$ cat config.mk
export PLATFORM = sky130hd
export DESIGN_NAME = fetch_queue
export DESIGN_NICKNAME = d
export VERILOG_FILES = /design/src/rtl/fetch_queue.sv
export SDC_FILE = /design/constraint.sdc
export NUM_CORES = 1
export LEC_CHECK = 0
export BUFFER_PORTS_ARGS = -buffer_cell sky130_fd_sc_hd__buf_2
export CORE_ASPECT_RATIO = 1.5
export CORE_MARGIN = 4
export CORE_UTILIZATION = 48
export DETAILED_ROUTE_END_ITERATION = 8
export PLACE_DENSITY = 0.66
export SLEW_MARGIN = 20
export SYNTH_ARGS = -nofsm -noshare
export SYNTH_HDL_FRONTEND = slang
export SYNTH_SLANG_ARGS = --single-unit
$ cat constraint.sdc
create_clock -name clk -period 3.8 [get_ports clk]
set_input_delay 0 -clock clk [delete_from_list [all_inputs] [get_ports clk]]
set_output_delay 0 -clock clk [all_outputs]
set_load 0.005 [all_outputs]
$ cat src/rtl/fetch_queue.sv
// fetch_queue: instruction-fetch queue between the PC/IMEM stage and IF/ID
// Ports: clk/rst (sync, active-high); i_flush discards queued and in-flight fetches;
//   i_req_valid/i_req_pc/o_req_ready fetch handshake (memory ce = valid & ready);
//   i_resp_inst memory data MEM_LAT cycles after acceptance;
//   o_pop_valid/i_pop_ready/o_pop_inst/o_pop_pc/o_pop_next_pc head entry to IF/ID;
//   o_count/o_empty/o_full registered occupancy.
// Optional FETCH_QUEUE_BYPASS_EN: a response arriving at an empty queue is
//   presented at the head in the same cycle.
module fetch_queue #(
    parameter int DATA_W  = 32,
    parameter int ADDR_W  = 32,
    parameter int DEPTH   = 4,
    parameter int MEM_LAT = 1
) (
    input  logic                     clk,
    input  logic                     rst,
    input  logic                     i_flush,
    input  logic                     i_req_valid,
    input  logic [ADDR_W-1:0]        i_req_pc,
    output logic                     o_req_ready,
    input  logic [DATA_W-1:0]        i_resp_inst,
    output logic                     o_pop_valid,
    input  logic                     i_pop_ready,
    output logic [DATA_W-1:0]        o_pop_inst,
    output logic [ADDR_W-1:0]        o_pop_pc,
    output logic [ADDR_W-1:0]        o_pop_next_pc,
    output logic [$clog2(DEPTH):0]   o_count,
    output logic                     o_empty,
    output logic                     o_full
);
    localparam int PW = $clog2(DEPTH);
    localparam int CW = PW + 1;
    localparam int SW = CW + 3;
    logic [MEM_LAT-1:0] r_trk_v;
    logic [ADDR_W-1:0]  r_trk_pc [MEM_LAT];
    logic [DATA_W-1:0]  r_mem_inst [DEPTH];
    logic [ADDR_W-1:0]  r_mem_pc [DEPTH];
    logic [PW-1:0]      r_rptr;
    logic [PW-1:0]      r_wptr;
    logic [CW-1:0]      r_count;
    logic [SW-1:0]      w_inflight;
    logic               w_kill;
    logic               w_accept;
    logic               w_resp_v;
    logic               w_head_v;
    logic               w_byp;
    logic               w_push;
    logic               w_qpop;
    assign w_kill = rst | i_flush;
    always_comb begin
        w_inflight = '0;
        for (int k = 0; k < MEM_LAT; k++) w_inflight = w_inflight + SW'(r_trk_v[k]);
    end
    // reserving a slot for every in-flight fetch means a push can never find the queue full
    assign o_req_ready = !w_kill && ((SW'(r_count) + w_inflight) < SW'(DEPTH));
    assign w_accept    = i_req_valid & o_req_ready;
    assign w_resp_v    = r_trk_v[MEM_LAT-1] & !w_kill;
    assign w_head_v    = (r_count != '0) & !w_kill;
`ifdef FETCH_QUEUE_BYPASS_EN
    assign w_byp = w_resp_v & (r_count == '0);
`else
    assign w_byp = 1'b0;
`endif
    assign o_pop_valid   = w_head_v | w_byp;
    assign w_qpop        = w_head_v & i_pop_ready;
    // a bypassed response taken by IF/ID in the same cycle is never stored
    assign w_push        = w_resp_v & !(w_byp & i_pop_ready);
    assign o_pop_inst    = w_byp ? i_resp_inst : w_head_v ? r_mem_inst[r_rptr] : '0;
    assign o_pop_pc      = w_byp ? r_trk_pc[MEM_LAT-1] : w_head_v ? r_mem_pc[r_rptr] : '0;
    assign o_pop_next_pc = o_pop_pc + ADDR_W'(4);
    assign o_count       = r_count;
    assign o_empty       = r_count == '0;
    assign o_full        = r_count == CW'(DEPTH);
    always_ff @(posedge clk) begin
        if (w_kill) begin
            r_trk_v <= '0;
        end else begin
            r_trk_v[0] <= w_accept;
            for (int k = 1; k < MEM_LAT; k++) r_trk_v[k] <= r_trk_v[k-1];
        end
        r_trk_pc[0] <= rst ? '0 : i_req_pc;
        for (int k = 1; k < MEM_LAT; k++) r_trk_pc[k] <= rst ? '0 : r_trk_pc[k-1];
    end
    always_ff @(posedge clk) begin
        if (w_kill) begin
            r_count <= '0;
            r_rptr  <= '0;
            r_wptr  <= '0;
        end else begin
            if (w_push) r_wptr <= r_wptr + PW'(1);
            if (w_qpop) r_rptr <= r_rptr + PW'(1);
            r_count <= r_count + CW'(w_push) - CW'(w_qpop);
        end
    end
    always_ff @(posedge clk) begin
        if (w_push && !w_kill) begin
            r_mem_inst[r_wptr] <= i_resp_inst;
            r_mem_pc[r_wptr]   <= r_trk_pc[MEM_LAT-1];
        end
    end
endmodule

# After elaboration in Yosys (flattened, before gate mapping)
# Memory sizes are Yosys's and may differ from the RTL's. A register that Yosys moved wholly into a read port is not among the register bits.
# Cells that the tools add are included.
# W data, S select, Z words.
[word_totals]
mem_count = 3
ram_bits = 288
ff_bits = 8
wordCells = 34
latchBits = 0
rom_bits = 0
[memory_table]
columns = ["name", "words", "width", "rd", "rd_clocked_by_memory_dff", "wr", "line_no", "source"]
rows = [
  ["r_mem_inst", 4, 32, 1, 1, 1, "36", "logic [DATA_W-1:0] r_mem_inst [DEPTH];"],
  ["r_mem_pc", 4, 32, 1, 1, 1, "37", "logic [ADDR_W-1:0] r_mem_pc [DEPTH];"],
  ["r_trk_pc", 1, 32, 1, 0, 1, "35", "logic [ADDR_W-1:0] r_trk_pc [MEM_LAT];"],
]
[op_classes]
div_mod_pow = 0
n_lt_le_gt_ge = 1
mux = 9
n_mul = 0
n_bitwise = 5
n_addsub = 6
reduce_logical = 5
n_eq_ne = 1
n_shift = 0
[op_table]
columns = ["cell", "count"]
rows = [
  ["$mux W32", 3],
  ["$add A32 B3 Y32 const B", 1],
  ["$mux W2", 4],
  ["$add A2 B1 Y2 const B", 2],
  ["$add A3 B1 Y4", 1],
  ["$and A1 B1 Y1", 4],
  ["$lt A4 B3 Y1 const B", 1],
  ["$add A3 B1 Y3", 1],
  ["$eq A3 B3 Y1 const B", 1],
  ["$logic_not A3 Y1", 1],
  ["$reduce_bool A3 Y1", 1],
  ["$sub A3 B1 Y3", 1],
  ["$logic_and A1 B1 Y1", 2],
  ["$mux W1", 2],
  ["$logic_not A1 Y1", 1],
  ["$or A1 B1 Y1", 1],
]

# Longest topological paths before layout
# Gate-level depths: netlist (run 1).
[depth]
word_depth = 6
depth_mapped = 12

# Worst setup path before layout (run 1)
# OpenSTA, ideal clock, no wires.
[synth_path]
path_kind = "input to register"
start = "input port i_flush"
end = "memory r_mem_inst[0][0], enable pin"
path_stages = 5
t_required_ps = 3371
slack_ps = 925
setup_time_ps = 429
arrival_ps = 2446
cell_sequence = "nor2_1 -> clkbuf_1 -> clkbuf_1 -> clkbuf_1 -> and3_1"
[synth_between]
elab_chain_len = 6
[synth_rtl]
columns = ["item", "line_no", "source"]
rows = [
  ["from (decl)", "17", "input logic i_flush,"],
  ["$or A1 B1 Y1 *", "49", "assign w_kill = rst | i_flush;"],
  ["$logic_not A1 Y1 *", "57, 96", ""],
  ["$and A1 B1 Y1", "57", "assign w_resp_v = r_trk_v[MEM_LAT-1] & !w_kill;"],
  ["$logic_and A1 B1 Y1 *", "96", "if (w_push && !w_kill) begin"],
  ["$mux W1 *", "96", ""],
  ["$mux W1 (implied by the code) *", "97", "r_mem_inst[r_wptr] <= i_resp_inst;"],
  ["to (decl)", "36", ""],
]
# Mark *: on every way between the ends. The rest lies on a longest branch, timed or not.

# Worst setup path in the final report (run 1)
[layout_path]
start = "register r_count[1] (netlist: o_count[1])"
end = "output port o_pop_next_pc[26]"
[layout_between]
elab_chain_len = 4
[layout_rtl]
columns = ["item", "line_no", "source"]
rows = [
  ["from (decl)", "40", "logic [CW-1:0] r_count;"],
  ["from (signal assigned)", "92", "r_count <= r_count + CW'(w_push) - CW'(w_qpop);"],
  ["$reduce_bool A3 Y1", "58", "assign w_head_v = (r_count != '0) & !w_kill;"],
  ["$and A1 B1 Y1", "58", ""],
  ["$mux W32", "69", "assign o_pop_pc = w_byp ? r_trk_pc[MEM_LAT-1] : w_head_v ? r_mem_pc[r_rptr] : '0;"],
  ["$add A32 B3 Y32", "70", "assign o_pop_next_pc = o_pop_pc + ADDR_W'(4);"],
  ["to (decl)", "26", "output logic [ADDR_W-1:0] o_pop_next_pc,"],
]
# No other way between the ends.

==> results of run 1 <==
-- power by group through the flow --
| stage | Clock (uW) | Sequential (uW) | Combinational [uW] |
|---|---|---|---|
| final | 2730 | 3590 | 169 |
| after global routing | 2940 | 3590 | 185 |
| after CTS | 2780 | 3590 | 170 |
| after detailed placement | 0 | 3660 | 114 |
| after global placement | 0 | 3660 | 108 |
| after floorplan | 0 | 3660 | 45.8 |
-- cells in the final DEF (no fill, tap or decap), drive strengths merged, types with 2 or more instances in the layout --
cell | Yosys | final
nand2 | 13 | 13
clkinv | 0 | 11
nand4 | 10 | 10
xnor2 | 13 | 13
dfxtp | 42 | 42
nor3 | 10 | 10
clkinvlp | 0 | 2
ha | 8 | 8
edfxtp | 256 | 256
nor2 | 21 | 21
buf | 20 | 184
and3 | 70 | 70
or3 | 2 | 2
dlygate4sd3 | 0 | 67
inv | 14 | 15
or2 | 2 | 2
nor2b | 32 | 32
nor4 | 2 | 2
mux4 | 64 | 64
clkbuf | 19 | 31
and2 | 3 | 3
bufinv | 0 | 4
xor2 | 19 | 19
nand3 | 12 | 12
-- worst max path at each step --
stage          slack [ns]  depth (start not counted)                 to
3_5_place_dp         0.85                          9  o_pop_next_pc[31]
3_3_place_gp         0.95                          9  o_pop_next_pc[31]
2_1_floorplan        0.92                          5   r_mem_inst[0][0]
5_1_grt              0.19                          8  o_pop_next_pc[31]
6_report             0.40                          9  o_pop_next_pc[26]
4_1_cts              0.36                          8  o_pop_next_pc[31]
-- critical path, cell delays in order (launching register included) --
cell and delay, ns:
dfxtp_1 0.42, or3_2 0.37, nand3_2 0.23, inv_1 0.13, ha_1 0.21, nand4_1 0.14
nor3_2 0.45, nand4_1 0.37, xnor2_1 0.37, buf_2 0.18
-- registers in the layout, summed over array words and instances, names as in the netlist, named ones only --
signal      count
r_mem_inst    128
r_mem_pc      128
r_trk_pc       32
o_count         3
r_rptr          2
r_wptr          2
r_trk_v         1
-- Yosys cell counts --
cell type	n
and2_1	3
and3_1	70
buf_1	3
buf_12	2
buf_2	8
buf_4	5
buf_6	2
clkbuf_1	19
dfxtp_1	42
edfxtp_1	256
fa_1	1
ha_1	8
inv_1	14
mux2i_1	1
mux4_1	20
mux4_2	44
nand2_1	12
nand2_4	1
nand3_1	11
nand3_2	1
nand4_1	8
nand4_2	1
nand4_4	1
nor2_1	21
nor2b_1	32
nor3_1	7
nor3_2	2
nor3_4	1
nor3b_1	1
nor4_2	2
o211a_1	1
o22ai_1	1
or2_2	2
or3_1	2
xnor2_1	13
xor2_1	19
-- timing repair --
item	CTS	global route
hold endpoints to repair	168	0
endpoints found under the setup margin	0	0
hold buffers	67	0
-- area by class of cell --
| cell class | instances | area share |
|---|---|---|
| flip-flops and latches | 298 | 0.585 |
| multi-input cells | 286 | 0.208 |
| repair buffers | 251 | 0.114 |
| clock buffers | 31 | 0.0480 |
| well taps | 324 | 0.0278 |
| clock inverters | 18 | 0.0139 |
| inverters | 14 | 0.00360 |
-- per-stage QoR --
step / total power [uW] / hold slack (ns)
final: 6490 / 0.0287
after global routing: 6720 / 0.0420
after global placement: 3770 / 0.207
after detailed placement: 3780 / 0.214
after CTS: 6550 / 0.0305
after floorplan: 3700 / 0.0716
-- routing by layer --
layer,up-vias,routed length [um],track usage,share of wire
met4,0,796,0.0634,0.031
met5,-,0,0,0
met2,251,13400,0.322,0.52
met1,3297,9930,0.243,0.39
li1,2975,-,-,-
met3,47,1630,0.0312,0.063
-- kinds of logic (layout without fill, tap and decap cells) --
family | Yosys count | in the layout | synth area share
simple gates | 178 | 178 | 0.0905
buf+inv | 53 | 314 | 0.0233
flops | 298 | 298 | 0.722
xor+xnor | 32 | 32 | 0.0237
mux | 65 | 65 | 0.129
compound gates | 2 | 2 | 0.00138
fa+ha+maj | 9 | 9 | 0.0102
==> results.py, run 1 <==
metrics = {
    "finish": {
        "finalNonFillerCells": 1222,
        "final_nets": 956,
        "area_growth_pct": 23.5,
        "antenna_cells_inserted": 0,
        "stdcell_area_um2": 14600,
        "num-fill-cells": 1891,
        "fin_util": 0.600,
        "final-seq-area_um2": 8530,
        "drive_above_1_share": 0.323,
        "multi_input_area_um2": 3040,
    },
    "placed_design": {
        "dp_hpwl_um": 16900,
        "numPortBuffers": 171,
        "dp_cells": 1106,
        "gp_congestion": 0.826,
        "dpl_cell_area_um2": 13000,
        "pre_cts_ws_ns": 0.846,
    },
    "pwr": {
        "power_density_nw_per_um2": 445,
        "p_clk_frac": 0.420,
        "power_frac_comb": 0.026,
        "ir_drop_mv": 0.366,
        "sequentialPowerShare": 0.554,
        "leakagePower_uw": 0.00563,
        "p_sw_frac": 0.189,
        "p_sw_uw": 1230,
        "p_int_uw": 5270,
    },
    "die": {
        "die_area_um2": 27200,
        "design.core.area_um2": 24300,
        "die_h_um": 200,
        "start_util": 0.485,
        "pin_count": 172,
        "die_w_um": 136,
        "std_cell_rows": 70,
    },
    "min_path": {
        "hp-start": "rst",
        "holdCritPathClass": "in -> reg",
        "hold_path_end": "r_trk_pc[0][13]",
        "holdPathStages": 2,
    },
    "grt": {
        "grt_overflow": 0,
        "grt_pass1_wl_um": 39400,
        "grt_start_max_net_pins": 63,
        "antenna_found_initial": 0,
        "track_usage": 0.188,
        "first_global_vias": 6981,
    },
    "run": {
        "drv_cap": 0,
    },
    "setup_path": {
        "r2r.worst_path.cells": 9,
        "cp.required_ns": 3.80,
        "cp_data_arrival_time_ns": 3.40,
        "r2r_slack_ns": 1.04,
        "critPathMaxFanout": 17,
        "critPathLaunch": "o_count[1]",
        "start_kind": "flop",
        "r2r-start": "o_count[2]",
        "timing.rr.end": "o_count[2]",
        "endpoint_kind": "primary output",
        "path_class": "reg -> out",
    },
    "detailed_routing": {
        "wire_per_inst_um": 21.1,
        "wirelength_um": 25800,
        "remaining_drc_errors": 0,
        "drtAntennaViolNets": 0,
        "viasPerCell": 5.38,
        "drt_first_pass_iters": 5,
        "vias": 6570,
        "drt_first_iter_violations": 427,
    },
    "yosys": {
        "yosysTopAreaCell": "edfxtp_1",
        "yosys_warnings": 0,
        "synth_top_area_frac": 0.651,
        "syn-num-nets": 715,
        "synth_area_leaders": "edfxtp_1, mux4_2, dfxtp_1, mux4_1, and3_1",
        "ys_types": 36,
        "yosys_register_bits": 298,
        "seq_area_frac_synth": 0.722,
        "syn_area_um2": 11800,
        "synth_area_per_cell_um2": 18.5,
        "syn_inst": 637,
    },
    "clock_tree": {
        "clk_latency_ns": 0.52,
        "cts_inserted_buffers": 27,
        "clock-root-buffer": "clkbuf_16",
        "path_clk_slew_ns": 0.07,
        "h-tree-depth": 1,
        "clock_sinks": 298,
        "max-clock-path-buffers": 3,
        "postCtsSetupBuffers": 0,
        "cts-resized-gates": 0,
        "cts_tree": "done",
    },
    "timing": {
        "fin_ws_ns": 0.398,
        "tns_ns": 0,
        "setup_viol": 0,
        "final_max_slew_viol_count": 0,
        "hold_viol": 0,
        "post-route-period-util": 0.895,
        "fin_skew_ns": 0.0116,
        "fmax_mhz": 294,
        "grt_setup_unrepaired": "no",
        "tightest_slew_ns": 0.709,
        "post-route-min-period_ns": 3.40,
        "timing.slew.headroom": 0.527,
    },
    "run_status": {
        "status": "completed",
    },
}
(Power assumes the default switching activity.)
==> inputs of run 2 (changes only) <==
--- a/config.mk
+++ b/config.mk
@@ -5,12 +5,13 @@
 export SDC_FILE = /design/constraint.sdc
 export NUM_CORES = 1
 export LEC_CHECK = 0
+export ABC_AREA = 1
 export BUFFER_PORTS_ARGS = -buffer_cell sky130_fd_sc_hd__buf_2
 export CORE_ASPECT_RATIO = 1.5
 export CORE_MARGIN = 4
-export CORE_UTILIZATION = 48
+export CORE_UTILIZATION = 58
 export DETAILED_ROUTE_END_ITERATION = 8
-export PLACE_DENSITY = 0.66
+export PLACE_DENSITY = 0.77
 export SLEW_MARGIN = 20
 export SYNTH_ARGS = -nofsm -noshare
 export SYNTH_HDL_FRONTEND = slang
==> run 2 against run 1 <==
  * Clock skew shrank 0.0031 ns
  * Synthesized cell count grew 100%
  * Sequential power is essentially flat
  * Utilization grew 11 points
  * Final area grew 6.5%
  * Sequential cell count is the same
  * Largest power group unchanged
==> results.py, run 2 <==
metrics = {
    "setup_path": {
        "endpoint_kind": "primary output",
        "critPathMaxFanout": 75,
        "r2r-start": "o_count[2]",
        "cp_data_arrival_time_ns": 3.37,
        "timing.rr.end": "o_count[1]",
        "cp.required_ns": 3.80,
        "r2r.worst_path.cells": 10,
        "path_class": "reg -> out",
        "r2r_slack_ns": 1.59,
        "start_kind": "flop",
    },
    "finish": {
        "drive_above_1_share": 0.162,
        "layout_common_cells": "nand2_1, edfxtp_1, nor2_1",
        "finalNonFillerCells": 1815,
        "area_growth_pct": 20.6,
        "fin_util": 0.713,
        "num-fill-cells": 1545,
        "final_common_cell": "nand2_1",
        "antenna_cells_inserted": 0,
        "final_nets": 1602,
        "reg_top3": "r_mem_inst x128, r_mem_pc x128, r_trk_pc x32",
    },
    "placed_design": {
        "dp_hpwl_um": 19000,
        "dp_cells": 1700,
        "gp_congestion": 1.00,
        "numPortBuffers": 171,
    },
    "timing": {
        "timing.slew.headroom": 0.454,
        "tns_ns": 0,
        "fmax_mhz": 296,
        "timing.hold.ws_ns": 0.0501,
        "hold_viol": 0,
        "setup_viol": 0,
        "post-route-period-util": 0.888,
        "post-route-min-period_ns": 3.37,
        "grt_setup_unrepaired": "no",
        "tightest_slew_ns": 0.819,
        "fin_skew_ns": 0.00843,
        "final_max_slew_viol_count": 0,
    },
    "yosys": {
        "syn-num-nets": 1377,
        "yosysMostFrequentCell": "nand2_1",
        "seq_area_frac_synth": 0.662,
        "ys_types": 30,
        "yosysTopAreaCell": "edfxtp_1",
        "yosys_warnings": 0,
        "syn_area_um2": 12900,
        "synth_commonest_cells": "nand2_1, edfxtp_1, nor2_1",
        "synth_top_area_frac": 0.597,
        "yosys_register_bits": 298,
        "syn_inst": 1299,
        "synth_area_leaders": "edfxtp_1, nand2_1, nor2_1, dfxtp_1, inv_1",
        "synth_edf_count": 256,
        "synth_flop_cell": "edfxtp_1",
        "synth_area_per_cell_um2": 9.92,
        "synthArstFlopShare": 0,
    },
    "die": {
        "pin_count": 172,
        "design.core.area_um2": 21800,
        "std_cell_rows": 66,
        "die_area_um2": 24700,
        "die_w_um": 130,
        "start_util": 0.591,
        "die_h_um": 191,
    },
    "grt": {
        "grtUsageMet1": 0.309,
        "gr-usage-met2": 0.450,
        "busiest_layer": "met2",
        "track_usage": 0.250,
        "grt_start_max_net_pins": 76,
        "antenna_found_initial": 0,
        "grt_overflow": 0,
        "first_global_vias": 9479,
        "met3_usage": 0.0294,
        "grt_pass1_wl_um": 48400,
    },
    "detailed_routing": {
        "vias": 9530,
        "remaining_drc_errors": 0,
        "drt_first_iter_violations": 654,
        "drt_first_pass_iters": 5,
        "wire_per_inst_um": 17.1,
        "viasPerCell": 5.25,
        "wirelength_um": 31100,
        "drtAntennaViolNets": 0,
    },
    "pwr": {
        "leakagePower_uw": 0.00673,
        "ir_drop_mv": 0.418,
        "power_uw": 6510,
        "power_density_nw_per_um2": 419,
    },
    "min_path": {
        "holdCritPathClass": "in -> reg",
        "hold_path_end": "r_trk_pc[0][21]",
        "hp-start": "rst",
        "holdPathStages": 2,
    },
    "clock_tree": {
        "h-tree-depth": 1,
        "max-clock-path-buffers": 3,
        "cts_inserted_buffers": 27,
        "clk_latency_ns": 0.52,
        "cts_tree": "done",
        "postCtsSetupBuffers": 0,
        "clock_sinks": 298,
        "clock-root-buffer": "clkbuf_16",
        "path_clk_slew_ns": 0.06,
    },
    "run": {
        "drv_cap": 0,
    },
    "run_status": {
        "status": "completed",
    },
}
==> run 2: cell types whose count changed in the layout (fill, tap and decap cells not counted), moves of 66 or more <==
cell / before / now
nand2_1: 12 / 270
nor2_1: 20 / 251
inv_1: 14 / 166
nand3_1: 11 / 88
o21ai_0: 0 / 74
and3_1: 66 / 0
==> run 2: layout make-up <==
cell class	instances	area [um2]	share of cell area
Inverter	170	643	0.0414
Multi-Input combinational cell	774	3450	0.222
Clock inverter	12	173	0.0111
Timing Repair Buffer	253	1680	0.108
Sequential cell	298	8530	0.549
Clock buffer	36	729	0.0469
Tap cell	272	340	0.0219
==> run 2: routing by layer <==
layer | part of all wire | vias to the layer above
met3 | 0.065 | 78
li1 | - | 4638
met1 | 0.38 | 4417
met2 | 0.52 | 397
met5 | 0 | -
met4 | 0.035 | 0
==> run 2: logic make-up after synthesis <==
kind of cell,count (synthesis),synth area share
buffers and inverters,227,0.0734
and+or+nand+nor,633,0.198
xor gates and xnor gates,16,0.0109
adders and majority gates,9,0.00932
DFF,298,0.662
AOI/OAI and AO/OA,116,0.0466
==> run 2: worst max path at each step <==
stage,slack (ns),start,cells past startpoint,to
floorplan,0.08,r_wptr[0],4,r_mem_inst[2][0]
global route,0.11,flop,13,o_pop_next_pc[16]
global placement,0.99,flop,12,o_pop_next_pc[16]
detailed placement,0.90,flop,12,o_pop_next_pc[16]
finish,0.43,flop,13,o_pop_next_pc[25]
CTS,0.34,flop,12,o_pop_next_pc[16]
==> run 2: power breakdown <==
| part | leakage (uW) | switching (uW) | internal [uW] |
|---|---|---|---|
| combinational | 0.00363 | 78.5 | 87.5 |
| clock | 0.000428 | 1130 | 1620 |
| sequential | 0.00268 | 22.5 | 3570 |
==> run 2: worst max-delay path: stages, from the launching register on <==
cell and delay [ns]:
dfxtp_4 0.79, buf_4 0.75, nand2_1 0.10, nand3_1 0.14
nand2_1 0.07, nor2_2 0.18, nand2_1 0.11, nor2_1 0.15
nand2_1 0.07, nor2_1 0.14, nand2_1 0.07, nand2_1 0.06
nand2_1 0.05, buf_2 0.12
==> run 2: metrics by stage <==
stage                     worst slack, ns  area [um2]
final                               0.427       15500
after global routing                0.108       15500
after CTS                           0.341       15500
after detailed placement            0.905       14000
after global placement              0.994       14000
after floorplan                    0.0753       12900
==> run 2: what timing repair did <==
item	4_1_cts	5_1_grt
hold endpoints to repair	170	0
resized for setup	0	1
hold buffers	67	0
endpoints found under the setup margin	0	1
==> inputs of run 3 (changes only) <==
--- a/config.mk
+++ b/config.mk
@@ -9,9 +9,9 @@
 export BUFFER_PORTS_ARGS = -buffer_cell sky130_fd_sc_hd__buf_2
 export CORE_ASPECT_RATIO = 1.5
 export CORE_MARGIN = 4
-export CORE_UTILIZATION = 58
+export CORE_UTILIZATION = 62
 export DETAILED_ROUTE_END_ITERATION = 8
-export PLACE_DENSITY = 0.77
+export PLACE_DENSITY = 0.82
 export SLEW_MARGIN = 20
 export SYNTH_ARGS = -nofsm -noshare
 export SYNTH_HDL_FRONTEND = slang
==> constraint.sdc (replaced) <==
create_clock -name clk -period 4.06 [get_ports clk]
set_input_delay 0 -clock clk [delete_from_list [all_inputs] [get_ports clk]]
set_output_delay 0 -clock clk [all_outputs]
set_load 0.005 [all_outputs]
==> run 3 against run 2 <==
  * Worst hold slack got worse by 0.026 ns
  * Sequential share of layout area decreased by 0.18 points
  * Total power decreased by 3.3%
  * Combinational power decreased by 5%
  * Largest cell class unchanged
==> results.py, run 3 (synthesis gave the netlist of run 2 again) <==
metrics = {
    "run_status": {
        "status": "completed",
    },
    "die": {
        "die_area_um2": 23200,
        "pin_count": 172,
        "std_cell_rows": 64,
        "start_util": 0.631,
        "die_h_um": 185,
        "die_w_um": 126,
        "design.core.area_um2": 20400,
    },
    "grt": {
        "track_usage": 0.263,
        "antenna_found_initial": 0,
        "first_global_vias": 9644,
        "grt_overflow": 0,
        "grt_pass1_wl_um": 48700,
        "grt_start_max_net_pins": 104,
    },
    "finish": {
        "layout_common_cells": "nand2_1, edfxtp_1, nor2_1",
        "final_nets": 1602,
        "num-fill-cells": 1315,
        "antenna_cells_inserted": 0,
        "drive_above_1_share": 0.162,
        "final_common_cell": "nand2_1",
        "reg_top3": "r_mem_inst x128, r_mem_pc x128, r_trk_pc x32",
        "stdcell_area_um2": 15600,
        "area_growth_pct": 21.0,
        "finalNonFillerCells": 1808,
    },
    "clock_tree": {
        "clock-root-buffer": "clkbuf_16",
        "max-clock-path-buffers": 3,
        "cts_tree": "done",
        "cts-resized-gates": 0,
        "clock_sinks": 298,
        "path_clk_slew_ns": 0.06,
        "postCtsSetupBuffers": 0,
        "h-tree-depth": 1,
        "clk_latency_ns": 0.52,
        "cts_inserted_buffers": 26,
    },
    "detailed_routing": {
        "wire_per_inst_um": 17.2,
        "wirelength_um": 31100,
        "remaining_drc_errors": 0,
        "vias": 9694,
        "drt_first_pass_iters": 6,
        "drtAntennaViolNets": 0,
        "viasPerCell": 5.36,
        "drt_first_iter_violations": 978,
    },
    "timing": {
        "post-route-min-period_ns": 3.45,
        "timing.hold.ws_ns": 0.0239,
        "hold_viol": 0,
        "fin_skew_ns": 0.0133,
        "post-route-period-util": 0.849,
        "tightest_slew_ns": 1.11,
        "fmax_mhz": 290,
        "timing.slew.headroom": 0.260,
        "final_max_slew_viol_count": 0,
        "setup_viol": 0,
        "tns_ns": 0,
        "grt_setup_unrepaired": "no",
    },
    "setup_path": {
        "r2r.worst_path.cells": 10,
        "r2r_slack_ns": 1.66,
        "critPathMaxFanout": 103,
        "start_kind": "flop",
        "cp.required_ns": 4.06,
        "path_class": "reg -> out",
        "cp_data_arrival_time_ns": 3.45,
        "r2r-start": "o_count[2]",
        "timing.rr.end": "o_count[2]",
        "endpoint_kind": "primary output",
        "worstSetupEndpoint": "o_pop_next_pc[18]",
    },
    "run": {
        "drv_cap": 0,
    },
    "pwr": {
        "leakagePower_uw": 0.00678,
        "power_density_nw_per_um2": 404,
        "ir_drop_mv": 0.444,
        "power_uw": 6300,
    },
    "placed_design": {
        "numPortBuffers": 171,
        "dpl_cell_area_um2": 13900,
        "gp_congestion": 0.987,
        "dp_hpwl_um": 18500,
        "dp_cells": 1692,
    },
    "min_path": {
        "holdCritPathClass": "in -> reg",
    },
}
[run 3: worst min path at each step]
stage                        start          endpoint  slack (ns)  cells past startpoint
finish                         rst              flop        0.02                      5
global route                   rst              flop        0.03                      5
CTS                            rst              flop       0.002                      5
detailed placement    i_req_pc[10]   r_trk_pc[0][10]        0.21                      3
global placement      i_req_pc[17]   r_trk_pc[0][17]        0.20                      3
floorplan           i_resp_inst[0]  r_mem_inst[0][0]         0.1                      0
[run 3: worst max-delay path: stages (launching register included)]
cell	delay, ns
dfxtp_4	0.58
buf_4	0.88
nor2_1	0.13
nor2_1	0.14
nand2_1	0.06
nand2_1	0.13
inv_1	0.07
nor2_1	0.15
nand2_1	0.10
nor2_2	0.25
nand2_1	0.11
xor2_1	0.14
buf_2	0.12
[run 3: power by group]
group	leakage [uW]	switching (uW)	internal (uW)	total, uW
combinational	0.00363	74.6	83.1	158
sequential	0.00268	21.3	3340	3370
clock	0.000476	1030	1750	2780
total	0.00678	1120	5180	6300
[run 3: timing repair]
action	CTS	global route
endpoints found under the hold margin	169	0
hold buffers	68	0
endpoints found under the setup margin	0	0
[run 3: area by class of cell]
| type | count | area (um2) | area share |
|---|---|---|---|
| sequential | 298 | 8530 | 0.547 |
| multi-input combinational | 774 | 3450 | 0.221 |
| timing repair buffer | 254 | 1660 | 0.107 |
| clock buffer | 36 | 719 | 0.0461 |
| inverter | 170 | 641 | 0.0411 |
| tap | 264 | 330 | 0.0212 |
| clock inverter | 12 | 263 | 0.0168 |
[run 3: routing by layer]
metal,vias to the layer above,part of all wire,track usage
met3,74,0.069,0.0362
met5,-,0,0
met1,4536,0.37,0.312
met2,437,0.53,0.486
met4,0,0.034,0.0990
li1,4647,-,-
[run 3: metrics by stage]
step,setup slack (ns),utilization
finish,0.613,0.764
global route,0.333,0.764
global placement,1.27,0.682
CTS,0.629,0.764
floorplan,0.335,-
detailed placement,1.21,0.682
